<file path="config.mk">
export PLATFORM = sky130hd
export DESIGN_NAME = data_permuter_pipe_flat
export DESIGN_NICKNAME = d
export VERILOG_FILES = /design/src/rtl/data_permuter_pipe_pkg.sv /design/src/rtl/data_permuter_pipe_if.sv /design/src/rtl/data_permuter_pipe_core.sv /design/src/rtl/data_permuter_pipe.sv /design/src/flat_wrapper.sv
export SDC_FILE = /design/constraint.sdc
export NUM_CORES = 1
export LEC_CHECK = 0
export ABC_AREA = 1
export CORE_UTILIZATION = 45
export DETAILED_ROUTE_END_ITERATION = 10
export PLACE_DENSITY = 0.73
export SLEW_MARGIN = 20
export SYNTH_ARGS = -nofsm -noshare
export SYNTH_HDL_FRONTEND = slang
export SYNTH_HIERARCHICAL = 1
export SYNTH_SLANG_ARGS = --single-unit
</file>
<file path="constraint.sdc">
create_clock -name clk -period 1.2 [get_ports clk]
set_input_delay 0.24 -clock clk [delete_from_list [all_inputs] [get_ports clk]]
set_output_delay 0.24 -clock clk [all_outputs]
set_load 0.02 [all_outputs]
</file>
<file path="src/rtl/data_permuter_pipe_pkg.sv">
// Shared types and helpers for the lane permuter family.
package data_swapper_pkg;

    typedef enum logic [1:0] {
        PERM_PASS = 2'd0,
        PERM_SWAP = 2'd1,
        PERM_ROT  = 2'd2,
        PERM_REV  = 2'd3
    } perm_mode_e;

    // Source lane for output lane `lane` under a rotate of `rot` (rot taken mod num_ch).
    function automatic int lane_rot_idx(input int lane, input int rot, input int num_ch);
        return (lane + (rot % num_ch)) % num_ch;
    endfunction

endpackage

</file>
<file path="src/rtl/data_permuter_pipe_if.sv">
// Valid/ready bus carrying packed lanes plus per-beat permutation controls.
interface data_permuter_pipe_if #(
    parameter int WIDTH  = 8,
    parameter int NUM_CH = 4,
    parameter int ROT_W  = (NUM_CH > 2) ? $clog2(NUM_CH) : 1
);
    logic                    in_valid;
    logic                    in_ready;
    logic [NUM_CH*WIDTH-1:0] in_data;
    logic [1:0]              in_mode;
    logic [ROT_W-1:0]        in_rot;
    logic                    out_valid;
    logic                    out_ready;
    logic [NUM_CH*WIDTH-1:0] out_data;

    modport slave (
        input  in_valid, in_data, in_mode, in_rot, out_ready,
        output in_ready, out_valid, out_data
    );

    modport master (
        output in_valid, in_data, in_mode, in_rot, out_ready,
        input  in_ready, out_valid, out_data
    );
endinterface

</file>
<file path="src/rtl/data_permuter_pipe_core.sv">
// Combinational lane mux: selects a source lane for every output lane from mode and rotate amount.
module data_permute_core
    import data_swapper_pkg::*;
#(
    parameter int WIDTH  = 8,
    parameter int NUM_CH = 4,
    parameter int ROT_W  = (NUM_CH > 2) ? $clog2(NUM_CH) : 1
) (
    input  logic [NUM_CH*WIDTH-1:0] data,
    input  perm_mode_e              mode,
    input  logic [ROT_W-1:0]        rot,
    output logic [NUM_CH*WIDTH-1:0] perm
);
    int src;

    always_comb begin
        perm = '0;
        src  = 0;
        for (int i = 0; i < NUM_CH; i++) begin
            case (mode)
                // An unpaired last lane (odd NUM_CH) maps to itself.
                PERM_SWAP: src = (i % 2 == 0) ? ((i + 1 < NUM_CH) ? i + 1 : i) : i - 1;
                PERM_ROT:  src = lane_rot_idx(i, int'(rot), NUM_CH);
                PERM_REV:  src = NUM_CH - 1 - i;
                default:   src = i;
            endcase
            perm[i*WIDTH +: WIDTH] = data[src*WIDTH +: WIDTH];
        end
    end
endmodule

</file>
<file path="src/rtl/data_permuter_pipe.sv">
// Registered lane permuter: permutation captured at accept into an output register backed by one skid entry.
module data_permuter_pipe
    import data_swapper_pkg::*;
#(
    parameter int WIDTH  = 8,
    parameter int NUM_CH = 4,
    parameter int ROT_W  = (NUM_CH > 2) ? $clog2(NUM_CH) : 1
) (
    input logic               clk,
    input logic               rst_n,
    data_permuter_pipe_if.slave bus
);
    logic [NUM_CH*WIDTH-1:0] perm_p0;
    perm_mode_e              mode_p0;
    logic [NUM_CH*WIDTH-1:0] or_data_p1;
    logic [NUM_CH*WIDTH-1:0] sk_data_p1;
    logic                    or_vld_p1;
    logic                    sk_vld_p1;
    logic                    accept;
    logic                    drain;

    assign mode_p0 = perm_mode_e'(bus.in_mode);

    data_permute_core #(
        .WIDTH  (WIDTH),
        .NUM_CH (NUM_CH),
        .ROT_W  (ROT_W)
    ) u_core (
        .data (bus.in_data),
        .mode (mode_p0),
        .rot  (bus.in_rot),
        .perm (perm_p0)
    );

    // in_ready depends only on the skid flag, so out_ready never reaches it combinationally.
    assign bus.in_ready  = !sk_vld_p1;
    assign bus.out_valid = or_vld_p1;
    assign bus.out_data  = or_data_p1;

    assign accept = bus.in_valid && !sk_vld_p1;
    assign drain  = or_vld_p1 && bus.out_ready;

    // ---- stage p0 -> p1: output register and skid entry ----
    always_ff @(posedge clk) begin
        if (!rst_n) begin
            or_vld_p1  <= 1'b0;
            sk_vld_p1  <= 1'b0;
            or_data_p1 <= '0;
            sk_data_p1 <= '0;
        end else if (drain && sk_vld_p1) begin
            // accept cannot coincide here because in_ready is low
            or_data_p1 <= sk_data_p1;
            sk_vld_p1  <= 1'b0;
        end else if (accept && (!or_vld_p1 || drain)) begin
            or_data_p1 <= perm_p0;
            or_vld_p1  <= 1'b1;
        end else if (accept) begin
            sk_data_p1 <= perm_p0;
            sk_vld_p1  <= 1'b1;
        end else if (drain) begin
            or_vld_p1  <= 1'b0;
        end
    end
endmodule

</file>
<file path="src/flat_wrapper.sv">
// flat-port wrapper written by rule: the top's interface ports become plain ports
module data_permuter_pipe_flat import data_swapper_pkg::*;
#(
    parameter int WIDTH  = 8,
    parameter int NUM_CH = 4,
    parameter int ROT_W  = (NUM_CH > 2) ? $clog2(NUM_CH) : 1
)
  (clk, rst_n, bus_in_valid, bus_in_data, bus_in_mode, bus_in_rot, bus_out_ready, bus_in_ready, bus_out_valid, bus_out_data);
  data_permuter_pipe_if #(.WIDTH(WIDTH), .NUM_CH(NUM_CH), .ROT_W(ROT_W)) bus_i ();
  input logic clk;
  input logic rst_n;
  input wire logic [$bits(bus_i.in_valid)-1:0] bus_in_valid;
  input wire logic [$bits(bus_i.in_data)-1:0] bus_in_data;
  input wire logic [$bits(bus_i.in_mode)-1:0] bus_in_mode;
  input wire logic [$bits(bus_i.in_rot)-1:0] bus_in_rot;
  input wire logic [$bits(bus_i.out_ready)-1:0] bus_out_ready;
  output wire logic [$bits(bus_i.in_ready)-1:0] bus_in_ready;
  output wire logic [$bits(bus_i.out_valid)-1:0] bus_out_valid;
  output wire logic [$bits(bus_i.out_data)-1:0] bus_out_data;
  assign bus_i.in_valid = bus_in_valid;
  assign bus_i.in_data = bus_in_data;
  assign bus_i.in_mode = bus_in_mode;
  assign bus_i.in_rot = bus_in_rot;
  assign bus_i.out_ready = bus_out_ready;
  assign bus_in_ready = bus_i.in_ready;
  assign bus_out_valid = bus_i.out_valid;
  assign bus_out_data = bus_i.out_data;
  data_permuter_pipe #(.WIDTH(WIDTH), .NUM_CH(NUM_CH), .ROT_W(ROT_W)) u_core (.clk(clk), .rst_n(rst_n), .bus(bus_i));
endmodule
</file>
==> impl_metrics.json, run 1 <==
{
  "place_ws_ps": -718,
  "placed_area_mm2": 0.00515,
  "synthTopCellsByArea": "dfxtp_1 (32%), nand2_1 (18%), nor2_1 (14%), nand3_1 (10%), inv_1 (7.7%)",
  "detail-route-antenna-nets": 0,
  "synthesis.nets": 757,
  "wl_per_cell_um": 14.6,
  "tightest_slew_ps": 276,
  "hp-class": "in -> reg",
  "r2r_start": "u_core/bus.out_valid$_SDFFE_PN0P_",
  "ys_seq_area_frac": 0.317,
  "cts_tree": "done",
  "grt_util_all_layers": 0.253,
  "cts_htree_levels": 3,
  "synth.top_cell.area_share": 0.317,
  "hold_path_end": "u_core/sk_data_p1[23]$_SDFFE_PN0P_",
  "hpwl_mm": 7.94,
  "setup_violations": 11,
  "ys.flop_type": "dfxtp_1",
  "synthArstFlopShare": 0,
  "r2r-end": "u_core/sk_data_p1[26]$_SDFFE_PN0P_",
  "io_pins": 74,
  "fmax_ghz": 0.806,
  "timing.final.ws_setup_ps": -40.2,
  "cts-buffers-inserted": 9,
  "path_class": "in -> reg",
  "maxSlewViolCount": 0,
  "p_per_area_mw_per_mm2": 1050,
  "tns_ps": -154,
  "cp.required_ps": 1490,
  "cp-start-kind": "input port",
  "worstHoldStart": "rst_n",
  "start_util": 0.471,
  "drc": 0,
  "core-area_mm2": 0.00885,
  "synth_top_cells_by_count": "nand2_1 (197), nor2_1 (161), inv_1 (85)",
  "synth_cell_type_count": 22,
  "viasPerCell": 5.28,
  "critPathMaxFanout": 12,
  "synth_edf_count": 0,
  "vias": 4935,
  "drv_cap": 0,
  "status": "complete, but fails checks",
  "clk_path_buf_depth": 2,
  "clkSlewWorstSetupHoldPaths_ps": 80,
  "clock_sinks": 66,
  "grt_pass1_vias": 4121,
  "finalClockSkew_ps": 8.73,
  "maxSlewHeadroom": 0.816,
  "cts_root_buf": "clkbuf_8",
  "synth-seq-cells": 66,
  "nets": 861,
  "antenna_found_initial": 0,
  "nFillCells": 732,
  "endpoint_kind": "flip-flop",
  "die_x_um": 98.3,
  "numPortBuffers": 73,
  "reg2reg_slack_ps": -20,
  "rows": 34,
  "totalPowerFinal_uw": 6220,
  "antenna-diode-count": 0,
  "routed_wl_mm": 13.6,
  "gp_congestion": 0.947,
  "grt_max_degree": 67,
  "syn_avg_cell_area_um2": 5.82,
  "drive_gt1_frac": 0.264,
  "rsz0062_at_grt": "true",
  "synth_top_cell_by_area": "dfxtp_1",
  "area_delta_synth_final_pct": 41.7,
  "grt-ovfl-total": 0,
  "ys_warn_count": 6,
  "drt_pre_antenna_iters": 9,
  "final_cell_area_mm2": 0.00591,
  "violations": "setup timing",
  "hold_violations": 0,
  "power.leakage_uw": 0.00298,
  "drt-initial-drc-count": 396,
  "worstRegToRegCells": 6,
  "clk_latency_ps": 350,
  "final.period_utilization": 1.03,
  "finalCriticalPeriod_ps": 1240,
  "netlist_instances": 717,
  "ir_worst_vdd_mv": 0.560,
  "arrival_ps": 1530,
  "die_h_um": 98.3,
  "worstHoldPathCells": 4,
  "netlist_area_mm2": 0.00417,
  "grt_pass1_wl_mm": 19.6,
  "die_area_mm2": 0.00966,
  "yosysMostFrequentCell": "nand2_1"
}
==> repair_timing <==
| action | in CTS | in global routing |
|---|---|---|
| hold buffers | 0 | 0 |
| setup buffers | 9 | 8 |
| gates cloned | 4 | 8 |
| setup endpoints to repair | 98 | 79 |
| gates resized for setup | 163 | 126 |
| pin swaps | 11 | 37 |
==> cells by family after synthesis <==
group | share of synthesized area
and+or+nand+nor | 0.500
buffers and inverters | 0.142
AOI/OAI and AO/OA | 0.0417
DFF | 0.317
==> critical path, stage by stage <==
cell and delay, ps:
buf_8 100, buf_6 110, o21ai_4 210, buf_4 160, buf_6 110, buf_12 120, nand3_1 90, nand2_1 120
nand2_1 70, nand3_1 70, nor2_1 40, nor2_1 90
==> layout make-up <==
class	count	area (µm²)	area share
multi-input combinational	524	2630	0.445
sequential	66	1330	0.225
timing repair buffer	130	1280	0.216
inverter	89	347	0.0587
tap	108	135	0.0229
clock buffer	11	131	0.0222
clock inverter	5	55.1	0.00932
timing repair inverter	1	7.51	0.00127
==> worst max-delay path by stage <==
stage	slack, ps	to	cells after the start	start
after CTS	-0.5	u_core/bus.out_data[5]$_SDFFE_PN0P_	6	u_core/bus.out_valid$_SDFFE_PN0P_
after detailed placement	-720	u_core/bus.out_data[30]$_SDFFE_PN0P_	12	bus_in_mode[1]
after global placement	-680	u_core/bus.out_data[30]$_SDFFE_PN0P_	12	bus_in_mode[1]
after global routing	-110	u_core/bus.out_data[6]$_SDFFE_PN0P_	10	bus_in_mode[0]
after floorplan	30	u_core/bus.out_data[22]$_SDFFE_PN0P_	7	u_core/bus.out_valid$_SDFFE_PN0P_
final	-40	u_core/bus.out_data[18]$_SDFFE_PN0P_	12	bus_in_mode[0]
==> stage by stage <==
stage                      util  instances  hold slack, ps
after global routing      0.668        934             395
after floorplan               -        717             465
after detailed placement  0.582        889             482
after CTS                 0.625        918             370
after global placement    0.582        889             477
final                     0.668        934             370
==> layer usage <==
metal	up-vias	global-route usage	part of all wire
met1	2245	0.342	0.42
met5	-	0	0
li1	2389	-	-
met3	36	0.0451	0.080
met2	265	0.408	0.46
met4	0	0.0838	0.032
==> layout by cell type, fill, tap and decap left out, types with 4 or more instances in the layout <==
| cell | instances |
|---|---|
| nand2_1 | 166 |
| nor2_1 | 144 |
| inv_1 | 84 |
| nand3_1 | 68 |
| dfxtp_1 | 64 |
| nand2_2 | 47 |
| buf_2 | 34 |
| clkdlybuf4s50_1 | 31 |
| buf_4 | 30 |
| o21ai_1 | 23 |
| nand3b_1 | 16 |
| nor2_2 | 13 |
| nand3_2 | 13 |
| nand2_4 | 12 |
| buf_12 | 11 |
| buf_6 | 10 |
| clkbuf_8 | 9 |
| o21ai_0 | 6 |
| clkbuf_16 | 5 |
| nor2_4 | 5 |
| buf_8 | 4 |
==> where the power goes <==
part,total [µW],switching (µW),leakage (µW),internal [µW]
clock network,1830,875,0.0000893,953
logic,1950,1170,0.00235,785
registers,2440,87.1,0.000543,2350
total,6220,2130,0.00298,4090
==> registers in the layout, summed over array words and instances (netlist names) <==
name and count:
u_core/bus.out_data 32, u_core/sk_vld_p1 1, u_core/bus.out_valid 1, u_core/sk_data_p1 32
Power figures use the tool's default switching activity.
==> inputs of run 2 (changes only) <==
Settings changed: CAP_MARGIN set to 20.
==> results of run 2 <==
The final DEF is identical to that of run 1; final timing and power are the same.
==> inputs of run 3 (changes only) <==
Settings changed: SETUP_SLACK_MARGIN set to 0.4.
==> impl_metrics.json, run 3 (same netlist as run 1, synthesis figures left out) <==
{
  "final.period_utilization": 1.02,
  "drv_cap": 0,
  "drive_gt1_frac": 0.301,
  "die_h_um": 98.3,
  "numPortBuffers": 73,
  "gp_congestion": 0.869,
  "viasPerCell": 5.13,
  "grt-ovfl-total": 0,
  "ir_worst_vdd_mv": 0.629,
  "cts_htree_levels": 3,
  "io_pins": 74,
  "clkSlewWorstSetupHoldPaths_ps": 80,
  "antenna_found_initial": 0,
  "route.met2.wl_mm": 6.50,
  "die_x_um": 98.3,
  "finalClockSkew_ps": 11.4,
  "cts-buffers-inserted": 9,
  "grt_pass1_wl_mm": 20.1,
  "clk_path_buf_depth": 2,
  "dp_cells": 886,
  "critPathMaxFanout": 8,
  "violations": "setup timing",
  "fmax_ghz": 0.819,
  "rsz0062_at_grt": "true",
  "placed_area_mm2": 0.00520,
  "vias": 4738,
  "maxSlewHeadroom": 0.808,
  "power.leakage_uw": 0.00295,
  "cp-start-kind": "flip-flop",
  "endpoint_kind": "flip-flop",
  "final_cell_area_mm2": 0.00608,
  "detail-route-antenna-nets": 0,
  "die_area_mm2": 0.00966,
  "final_common_cell": "nand2_1",
  "crit_chain": "inv_4 -> nand2_4 -> nor2_4 -> buf_6 -> buf_12 -> o21ai_2 -> nor2_1",
  "drt_pre_antenna_iters": 7,
  "setup_violations": 7,
  "route.top_layer_used": "met4",
  "drc": 0,
  "final_util": 0.688,
  "crit_path_top_delay_cell": "dfxtp_4",
  "hold_violations": 0,
  "finalNonFillerCells": 923,
  "tightest_slew_ps": 288,
  "grt_pass1_vias": 4321,
  "grt_util_all_layers": 0.260,
  "max_stage_delay_ps": 370,
  "core-area_mm2": 0.00885,
  "wl_per_cell_um": 14.1,
  "path_class": "reg -> reg",
  "arrival_ps": 1490,
  "clk_latency_ps": 340,
  "hpwl_mm": 8.13,
  "cts_root_buf": "clkbuf_8",
  "rows": 34,
  "final_cell_mix": "nand2_1 (163), nor2_1 (144), inv_1 (82), nand3_1 (69), nand2_2 (53)",
  "drt-initial-drc-count": 296,
  "cp.required_ps": 1470,
  "hp-class": "in -> reg",
  "p_per_area_mw_per_mm2": 1090,
  "clock_sinks": 66,
  "met1Wirelength_mm": 5.38,
  "status": "complete, but fails checks",
  "timing.final.ws_setup_ps": -20.5,
  "cts_tree": "done",
  "routed_wl_mm": 13.0,
  "tns_ps": -77.8,
  "antenna-diode-count": 0,
  "area_delta_synth_final_pct": 45.9,
  "wl_met3_um": 909,
  "maxSlewViolCount": 0,
  "finalCriticalPeriod_ps": 1220,
  "grt_max_degree": 67,
  "nets": 850,
  "start_util": 0.471
}
-- run 3: cell types whose count changed in the layout (fill, tap and decap cells not counted), moves of 4 or more --
cell / change
buf_12: +4
buf_2: -32
buf_4: -9
buf_6: +30
dfxtp_1: -32
dfxtp_2: +31
nand2_2: +6
nand2_4: -6
o21ai_0: +7
o21ai_1: -7
-- run 3: metrics by stage --
step | hold slack (ps) | power [µW] | setup WS (ps)
floorplan | 454 | 3580 | 76.1
global placement | 479 | 4200 | -728
detailed placement | 485 | 4240 | -781
CTS | 347 | 6490 | -0.384
global route | 376 | 6960 | -80.8
finish | 367 | 6640 | -20.5
-- run 3: final timing paths --
kind                                                    startpoint                            endpoint  slack (ps)  cells after the start
worst max-delay path                 u_core/sk_vld_p1$_SDFFE_PP0P_  u_core/sk_data_p1[20]$_SDFFE_PN0P_         -20                      7
worst max register to register       u_core/sk_vld_p1$_SDFFE_PP0P_  u_core/sk_data_p1[20]$_SDFFE_PN0P_         -20                      7
worst min-delay path                                         rst_n   u_core/bus.out_valid$_SDFFE_PN0P_         370                      4
worst min register to register  u_core/sk_data_p1[28]$_SDFFE_PN0P_  u_core/sk_data_p1[28]$_SDFFE_PN0P_         500                      2
-- run 3: final cells by class --
| cell class | count | area, µm² |
|---|---|---|
| fill | 744 | 2770 |
| multi-input combinational | 523 | 2590 |
| inverter | 89 | 344 |
| clock buffer | 11 | 141 |
| clock inverter | 5 | 77.6 |
| tap | 108 | 135 |
| sequential | 66 | 1370 |
| timing repair buffer | 121 | 1430 |
-- run 3: timing repair --
item / CTS / global route
setup endpoints to repair: 100 / 100
resized for setup: 280 / 73
hold buffers: 0 / 0
gates cloned: 4 / 5
setup buffers: 6 / 6
pin swaps: 13 / 30
-- run 3: metal layers --
metal | GRT usage | vias to the layer above
met4 | 0.0850 | 0
met5 | 0 | -
met1 | 0.331 | 2154
li1 | - | 2367
met3 | 0.0351 | 18
met2 | 0.454 | 199
-- run 3: power breakdown --
part	internal (µW)	total [µW]	switching [µW]	leakage, µW
combinational	920	2060	1140	0.00229
clock	1220	2080	861	0.000109
sequential	2370	2490	118	0.000553
-- run 3: critical path: cells and delay by family (launching register included) --
family                 cells  cell delay (ps)
DFF                        1              370
and+or+nand+nor            3              360
AOI/OAI and AO/OA          1               60
buffers and inverters      3              340
